===== src/rtl/ahb3lite_byte_master.sv =====
`default_nettype none
//============================================================================
// Module   : ahb3lite_byte_master
// Function : Byte-stream command interpreter driving single AHB3-lite
//            transfers. Commands arrive on RX (opcode, 4 address bytes,
//            optional 4 write-data bytes); responses leave on TX (read data
//            bytes LSB first, then a status byte).
// Options  : define AHB3LITE_BYTE_MASTER_TIMEOUT_EN to abort data phases
//            that wait TIMEOUT cycles (status 0x02, DRAIN state).
// Revision : 1.0 - initial release
//============================================================================
module ahb3lite_byte_master #(
   parameter int TIMEOUT = 255
) (
   input  logic        CLK,
   input  logic        RESETn,
   input  logic [7:0]  RX_DATA,
   input  logic        RX_VALID,
   output logic        RX_READY,
   output logic [7:0]  TX_DATA,
   output logic        TX_VALID,
   input  logic        TX_READY,
   output logic [31:0] HADDR,
   output logic [31:0] HWDATA,
   output logic        HWRITE,
   output logic [2:0]  HSIZE,
   output logic [2:0]  HBURST,
   output logic [3:0]  HPROT,
   output logic [1:0]  HTRANS,
   output logic        HMASTLOCK,
   input  logic [31:0] HRDATA,
   input  logic        HREADY,
   input  logic        HRESP,
   output logic        BUSY
);

   localparam logic [1:0]  TRANS_IDLE   = 2'b00;
   localparam logic [1:0]  TRANS_NONSEQ = 2'b10;
   localparam logic [15:0] TO_LIMIT     = TIMEOUT[15:0];

   typedef enum logic [2:0] {
      ST_CMD    = 3'd0,
      ST_ADDR   = 3'd1,
      ST_WDATA  = 3'd2,
      ST_APHASE = 3'd3,
      ST_DPHASE = 3'd4,
`ifdef AHB3LITE_BYTE_MASTER_TIMEOUT_EN
      ST_DRAIN  = 3'd5,
`endif
      ST_RESP   = 3'd6
   } state_t;

   state_t      state;
   state_t      state_nxt;

   logic        op_write;
   logic [1:0]  op_size;
   logic        op_invalid;
   logic [1:0]  byte_cnt;
   logic [31:0] addr_buf;
   logic [31:0] data_buf;
   logic [31:0] rdata;
   logic [7:0]  status;
   logic [2:0]  tx_idx;

   logic        rx_fire;
   logic        tx_fire;
   logic        last_byte;
   logic        launch;
   logic [31:0] addr_full;
   logic [31:0] data_full;
   logic [31:0] launch_addr;

`ifdef AHB3LITE_BYTE_MASTER_TIMEOUT_EN
   logic [15:0] to_cnt;
   logic        to_hit;
   assign to_hit = (to_cnt + 16'd1) == TO_LIMIT;
`else
   // No abort path in this build; the limit is intentionally left unused.
   logic        unused_timeout;
   assign unused_timeout = ^TO_LIMIT;
`endif

   assign rx_fire    = RX_VALID & RX_READY;
   assign tx_fire    = TX_VALID & TX_READY;
   assign last_byte  = rx_fire & (byte_cnt == 2'd3);
   assign op_invalid = (op_size == 2'd3);
   assign addr_full  = {RX_DATA, addr_buf[31:8]};
   assign data_full  = {RX_DATA, data_buf[31:8]};

   // The command is complete on the last address byte of a read or the
   // last data byte of a write.
   assign launch      = ((state == ST_ADDR) & last_byte & ~op_write) |
                        ((state == ST_WDATA) & last_byte);
   assign launch_addr = (state == ST_ADDR) ? addr_full : addr_buf;

   assign BUSY      = (state != ST_CMD);
   assign HBURST    = 3'b000;
   assign HPROT     = 4'b0011;
   assign HMASTLOCK = 1'b0;

   // Response byte: read data bytes 0..3 LSB first, index 4 is status.
   always_comb begin
      TX_DATA = 8'h00;
      if (state == ST_RESP) begin
         case (tx_idx)
            3'd0:    TX_DATA = rdata[7:0];
            3'd1:    TX_DATA = rdata[15:8];
            3'd2:    TX_DATA = rdata[23:16];
            3'd3:    TX_DATA = rdata[31:24];
            default: TX_DATA = status;
         endcase
      end
   end

   // State register.
   always_ff @(posedge CLK) begin
      if (!RESETn) state <= ST_CMD;
      else         state <= state_nxt;
   end

   // Next-state decode and state-driven handshake/bus outputs.
   always_comb begin
      state_nxt = state;
      RX_READY  = 1'b0;
      TX_VALID  = 1'b0;
      HTRANS    = TRANS_IDLE;
      case (state)
         ST_CMD: begin
            RX_READY = 1'b1;
            if (RX_VALID) state_nxt = ST_ADDR;
         end
         ST_ADDR: begin
            RX_READY = 1'b1;
            if (RX_VALID && byte_cnt == 2'd3) begin
               if (op_write)        state_nxt = ST_WDATA;
               else if (op_invalid) state_nxt = ST_RESP;
               else                 state_nxt = ST_APHASE;
            end
         end
         ST_WDATA: begin
            RX_READY = 1'b1;
            if (RX_VALID && byte_cnt == 2'd3)
               state_nxt = op_invalid ? ST_RESP : ST_APHASE;
         end
         ST_APHASE: begin
            HTRANS = TRANS_NONSEQ;
            if (HREADY) state_nxt = ST_DPHASE;
         end
         ST_DPHASE: begin
            if (HREADY) state_nxt = ST_RESP;
`ifdef AHB3LITE_BYTE_MASTER_TIMEOUT_EN
            else if (to_hit) state_nxt = ST_DRAIN;
`endif
         end
`ifdef AHB3LITE_BYTE_MASTER_TIMEOUT_EN
         ST_DRAIN: begin
            if (HREADY) state_nxt = ST_RESP;
         end
`endif
         ST_RESP: begin
            TX_VALID = 1'b1;
            if (TX_READY && tx_idx == 3'd4) state_nxt = ST_CMD;
         end
         default: state_nxt = ST_CMD;
      endcase
   end

   // Command assembly, bus address/data registers and response capture.
   always_ff @(posedge CLK) begin
      if (!RESETn) begin
         op_write <= 1'b0;
         op_size  <= 2'd0;
         byte_cnt <= 2'd0;
         addr_buf <= 32'h0;
         data_buf <= 32'h0;
         rdata    <= 32'h0;
         status   <= 8'h00;
         tx_idx   <= 3'd0;
         HADDR    <= 32'h0;
         HWDATA   <= 32'h0;
         HWRITE   <= 1'b0;
         HSIZE    <= 3'd0;
`ifdef AHB3LITE_BYTE_MASTER_TIMEOUT_EN
         to_cnt   <= 16'd0;
`endif
      end else begin
         if (state == ST_CMD && rx_fire) begin
            op_write <= RX_DATA[7];
            op_size  <= RX_DATA[1:0];
            byte_cnt <= 2'd0;
         end
         if (state == ST_ADDR && rx_fire) begin
            addr_buf <= addr_full;
            byte_cnt <= byte_cnt + 2'd1;
         end
         if (state == ST_WDATA && rx_fire) begin
            data_buf <= data_full;
            byte_cnt <= byte_cnt + 2'd1;
         end
         // Bus-visible fields change only when a new transfer is issued,
         // so they hold their last values while idle.
         if (launch) begin
            if (op_invalid) begin
               status <= 8'h03;
               tx_idx <= 3'd4;
            end else begin
               HADDR  <= launch_addr;
               HWRITE <= op_write;
               HSIZE  <= {1'b0, op_size};
               if (op_write) HWDATA <= data_full;
               tx_idx <= op_write ? 3'd4 : 3'd0;
            end
         end
         if (state == ST_DPHASE) begin
            if (HREADY) begin
               status <= HRESP ? 8'h01 : 8'h00;
               rdata  <= HRESP ? 32'h0 : HRDATA;
            end
`ifdef AHB3LITE_BYTE_MASTER_TIMEOUT_EN
            else begin
               to_cnt <= to_cnt + 16'd1;
               if (to_hit) begin
                  status <= 8'h02;
                  rdata  <= 32'h0;
               end
            end
`endif
         end
`ifdef AHB3LITE_BYTE_MASTER_TIMEOUT_EN
         if (state == ST_APHASE && HREADY) to_cnt <= 16'd0;
`endif
         if (state == ST_RESP && tx_fire) tx_idx <= tx_idx + 3'd1;
      end
   end

endmodule
`default_nettype wire

===== config.mk =====
export PLATFORM = sky130hd
export DESIGN_NAME = ahb3lite_byte_master
export DESIGN_NICKNAME = d
export VERILOG_FILES = /design/src/rtl/ahb3lite_byte_master.sv
export SDC_FILE = /design/constraint.sdc
export NUM_CORES = 1
export LEC_CHECK = 0
export ABC_AREA = 0
export CORE_ASPECT_RATIO = 1.5
export CORE_MARGIN = 10
export CORE_UTILIZATION = 40
export DETAILED_ROUTE_END_ITERATION = 12
export DONT_BUFFER_PORTS = 1
export PLACE_DENSITY = 0.64
export SLEW_MARGIN = 20
export SYNTH_ARGS = -nofsm -noshare
export SYNTH_HDL_FRONTEND = slang
export SYNTH_SLANG_ARGS = --single-unit

===== constraint.sdc =====
create_clock -name CLK -period 5 [get_ports CLK]
set_input_delay 1 -clock CLK [delete_from_list [all_inputs] [get_ports CLK]]
set_output_delay 1 -clock CLK [all_outputs]
set_load 0.01 [all_outputs]

Word-level counts from Yosys, hierarchy flattened
Cells that the tools add are included.
{"block": "totals", "register_bits": 182, "inputBits": 46, "out_inout_bits": 89, "wordCells": 85}
{"block": "classes", "n_addsub": 2, "n_eq_ne": 17, "mux": 28, "n_bitwise": 9, "n_reduce_logical": 16}
{"cell": "$mux 32", "count": 2}
{"cell": "$mux 8", "count": 5}
{"cell": "$mux 3", "count": 12}
{"cell": "$pmux 8 s4", "count": 1}
{"cell": "$pmux 3 s6", "count": 1}
{"cell": "$eq 3x2->1 const B", "count": 4}
{"cell": "$eq 3x3->1 const B", "count": 3}
{"cell": "$mux 2", "count": 4}
{"cell": "$ne 2x2->1 const B", "count": 4}
{"cell": "$and 1x1->1", "count": 6}
{"cell": "$eq 3x1->1 const B", "count": 2}
{"cell": "$logic_and 1x1->1", "count": 6}
{"cell": "$logic_not 3->1", "count": 2}
{"cell": "$reduce_and 6->1", "count": 1}
{"cell": "$reduce_bool 3->1", "count": 2}
{"cell": "$eq 2x2->1 const B", "count": 2}
{"cell": "$ne 2x1->1 const B", "count": 2}
{"cell": "$reduce_and 2->1", "count": 2}
{"cell": "$add 3x1->3 const B", "count": 1}
{"cell": "$mux 1", "count": 3}
{"cell": "$reduce_and 3->1", "count": 1}
{"cell": "$reduce_or 3->1", "count": 1}
{"cell": "$add 2x1->2 const B", "count": 1}
{"cell": "$not 1->1", "count": 2}
{"cell": "2 further kinds", "count": 2}

Depth between registers and ports, before layout
{"block": "logic_depth", "ltp_word": 11, "ltp_mapped": 8, "mapped_depth_nobuf": 6}

Worst setup path before layout
No wires, ideal clock.
{"block": "synth_path", "path_kind": "reg-to-output", "startpoint": "reg tx_idx[0]", "endpoint": "out TX_DATA[5]", "t_arrival_ps": 1757, "setup_slack_ps": 2243, "path_stages_with_launch": 9, "path_buffers": 2, "path_cell_list": "dfxtp_1 > inv_1 > ha_1 > clkbuf_1 > nor3_1 > o21bai_1 > clkbuf_1 > o21ai_0 > a21oi_1"}
{"block": "synth_via", "elab_chain_cells": 3, "word_cells_on_any_way": 6, "cone_classes": "3 x eq/ne; 2 x mux; 1 x reduce/logical"}
{"item": "start: declaration", "line_no": "64", "rtl": "logic [2:0] tx_idx;"}
{"item": "start signal: assignment", "line_no": "212", "rtl": "tx_idx <= op_write ? 3'd4 : 3'd0;"}
{"item": "start signal: assignment", "line_no": "233", "rtl": "if (state == ST_RESP && tx_fire) tx_idx <= tx_idx + 3'd1;"}
{"item": "$eq 3x2->1, or another cell as far along", "line_no": "106", "rtl": "case (tx_idx)"}
{"item": "$pmux 8 s4 (*)", "line_no": "106"}
{"item": "$mux 8 (*)", "line_no": "105", "rtl": "if (state == ST_RESP) begin"}
{"item": "end: declaration", "line_no": "20", "rtl": "output logic [7:0] TX_DATA,"}
Mark *: on every way between the ends. The rest lies on a longest branch, timed or not.

Worst setup path in the final report
{"block": "layout_path", "startpoint": "reg tx_idx[0]", "endpoint": "out TX_DATA[4]"}
Same word-level chain as after synthesis.

==> impl_metrics.csv <==
group,metric,value,unit
clock_network,cts.hold.buffers_added,0,
clock_network,cts_sinks,174,
run_status,status,"completed",
drt,drtIter0Drc,357,
drt,wirelength,17400,um
floorplanning,die_w,128,um
timing,fin_crit_sh,72.9,%
placement,dp.cells,947,
clock_network,postCtsSetupRepairBufs,0,
timing,rsz0062_at_grt,"false",
clock_network,tritoncts,"done",
floorplanning,fp.dieH,182,um
worst_setup_path,arrival,2.65,ns
yosys,synth-edff-count,0,
drt,antenna_left,0,
global_route,grt_max_degree,73,
yosys,yosysSeqAreaShare,49.6,%
worst_setup_path,path_class,"register to primary output",
clock_network,clk_latency,0.44,ns
global_route,grt_pass1_vias,5058,
worst_setup_path,cp-start-kind,"register",
cells_and_area,num_antenna_cells,0,
clock_network,cts_buffers,17,
power_and_ir_drop,leakagePower,0.00250,uW
global_route,antenna_found_initial,0,
drt,vias_per_cell,5.36,
yosys,syn-cell-area,0.00702,mm^2
yosys,yosys.cell_types.count,47,
timing,fmax,274,MHz
timing,max_slew.worst_pin.slew,1.04,ns
yosys,syn_inst,795,
cells_and_area,multi_input_area,0.00320,mm^2
drt,avgRoutedWirePerCell,17.8,um
placement,gp_congestion,0.804,
placement,dp_hpwl,11800,um
drt,drc,0,
cells_and_area,final_cells,979,
timing,slew_viol_final,0,
drt,drtPass1Iterations,7,
floorplanning,start_util,40.7,%
yosys,yosys.area.top_type,"dfxtp_1",
yosys,synth_ff_type,"dfxtp_1",
clock_network,clk_path_buf_depth,2,
yosys,synth_top_cell_area_share,49.6,%
floorplanning,core.rowCount,59,
timing,slew_headroom,30.6,%
timing,finalHoldViolCount,0,
clock_network,clk_pin_slew,0.06,ns
floorplanning,core,0.0173,mm^2
worst_setup_path,cp_max_fo,16,
power_and_ir_drop,vdd_drop_max,0.272,mV
global_route,grt_util_all_layers,14.7,%
timing,skew,0.0131,ns
power_and_ir_drop,p_total,3170,uW
yosys,syn-mean-instance-area,8.83,um^2
cells_and_area,drive_above_1_share,9.27,%
cells_and_area,area_growth,8.82,%
yosys,async_flop_share,0,%
cells_and_area,seqCellArea,0.00348,mm^2
cells_and_area,fillers,1691,
yosys,ys_seq_elements,174,
yosys,synth_common_cells,"dfxtp_1 (174), nand2_1 (148), a21oi_1 (87)",
clock_network,cts.htree.levels,4,
job,drv_cap,0,
clock_network,cts_resized,0,
drt,dr_total_vias,5250,
yosys,synth_most_common_cell,"dfxtp_1",
floorplanning,ios,135,
worst_setup_path,worstPathRequired,4.00,ns
timing,finalSetupViolations,0,
yosys,yosys-top-cells-area,"dfxtp_1 (50%), nand2_1 (7.9%), a21oi_1 (6.2%)",
global_route,grt-ovfl-total,0,
global_route,grt_pass1_wl,27700,um
timing,fin_setup_tns,0,ns
timing,period_needed,3.65,ns
floorplanning,die_area,0.0234,mm^2
power_and_ir_drop,power_density,415,mW/mm^2
yosys,yosys_warnings,0,
placement,io_buffers,0,
clock_network,root_buffer,"clkbuf_16",
worst_setup_path,worst_setup_path_end_kind,"primary output",
cells_and_area,nNetsFinal,805,
timing,whs,0.455,ns
hold_path,hold_class,"register to register",
stage by stage:
step,cell area (um^2),setup WS [ns],utilization [%]
6_report,7640,1.35,44.2
5_1_grt,7640,1.06,44.2
4_1_cts,7640,1.34,44.2
3_5_place_dp,7040,1.81,40.8
3_3_place_gp,7040,1.95,40.8
2_1_floorplan,7050,2.24,-
per-layer routing:
layer | track usage [%] | vias up | wire length, um
li1 | - | 2662 | -
met1 | 16.7 | 2442 | 7120
met2 | 24.7 | 125 | 8790
met3 | 4.47 | 21 | 1140
met4 | 6.41 | 0 | 344
met5 | 0 | - | 0
where the power goes:
group          switching, uW  total, uW  internal, uW  leakage [uW]
Clock                    600       1360           758      0.000295
Sequential              62.9       1480          1420       0.00140
Combinational            203        335           133      0.000802
worst max-delay path, cell delays in order (launching register included):
cell and delay [ns]:
dfxtp_1 0.34, inv_1 0.11, ha_1 0.36, nor3_1 0.10
o21bai_1 0.82, o21ai_0 0.19, a21oi_1 0.29
state kept, by name, indices dropped and copies added, names as in the netlist:
name	flops
HADDR	32
HSIZE	2
HWDATA	32
HWRITE	1
addr_buf	32
byte_cnt	2
data_buf	24
op_size	2
op_write	1
rdata	32
state	3
status	8
tx_idx	3
layout by cell type, fill, tap and decap left out, types with 6 or more instances in the layout:
cell	n
a211oi_1	13
a211oi_2	20
a21oi_1	87
a222oi_1	9
a22o_1	32
and2_1	9
buf_4	9
clkbuf_16	17
conb_1	10
dfxtp_1	174
ha_1	6
inv_1	6
mux2i_1	36
nand2_1	148
nand3_1	36
nor2_1	52
o21ai_0	41
kinds of logic after synthesis:
kind of cell | synth area share (%)
simple gates | 16.7
compound gates | 21.5
buf+inv | 5.65
mux | 5.29
other cells | 0.107
flops | 49.6
fa+ha+maj | 1.07
cell type report:
type / instances / share of cell area, %
clock buffer: 18 / 5.62
inverter: 7 / 0.360
tap: 213 / 3.49
clock inverter: 14 / 2.26
sequential: 174 / 45.6
timing repair buffer: 9 / 0.884
multi-input combinational: 544 / 41.8
final timing paths:
kind | from | endpoint | slack [ns] | cells past startpoint
max | tx_idx[0] | TX_DATA[4] | 1.35 | 6
min | status[5] | status[5] | 0.45 | 1
max reg2reg | state[1] | status[3] | 2.15 | 5
min reg2reg | status[5] | status[5] | 0.45 | 1
No activity file was read; power rests on OpenSTA's default activity.
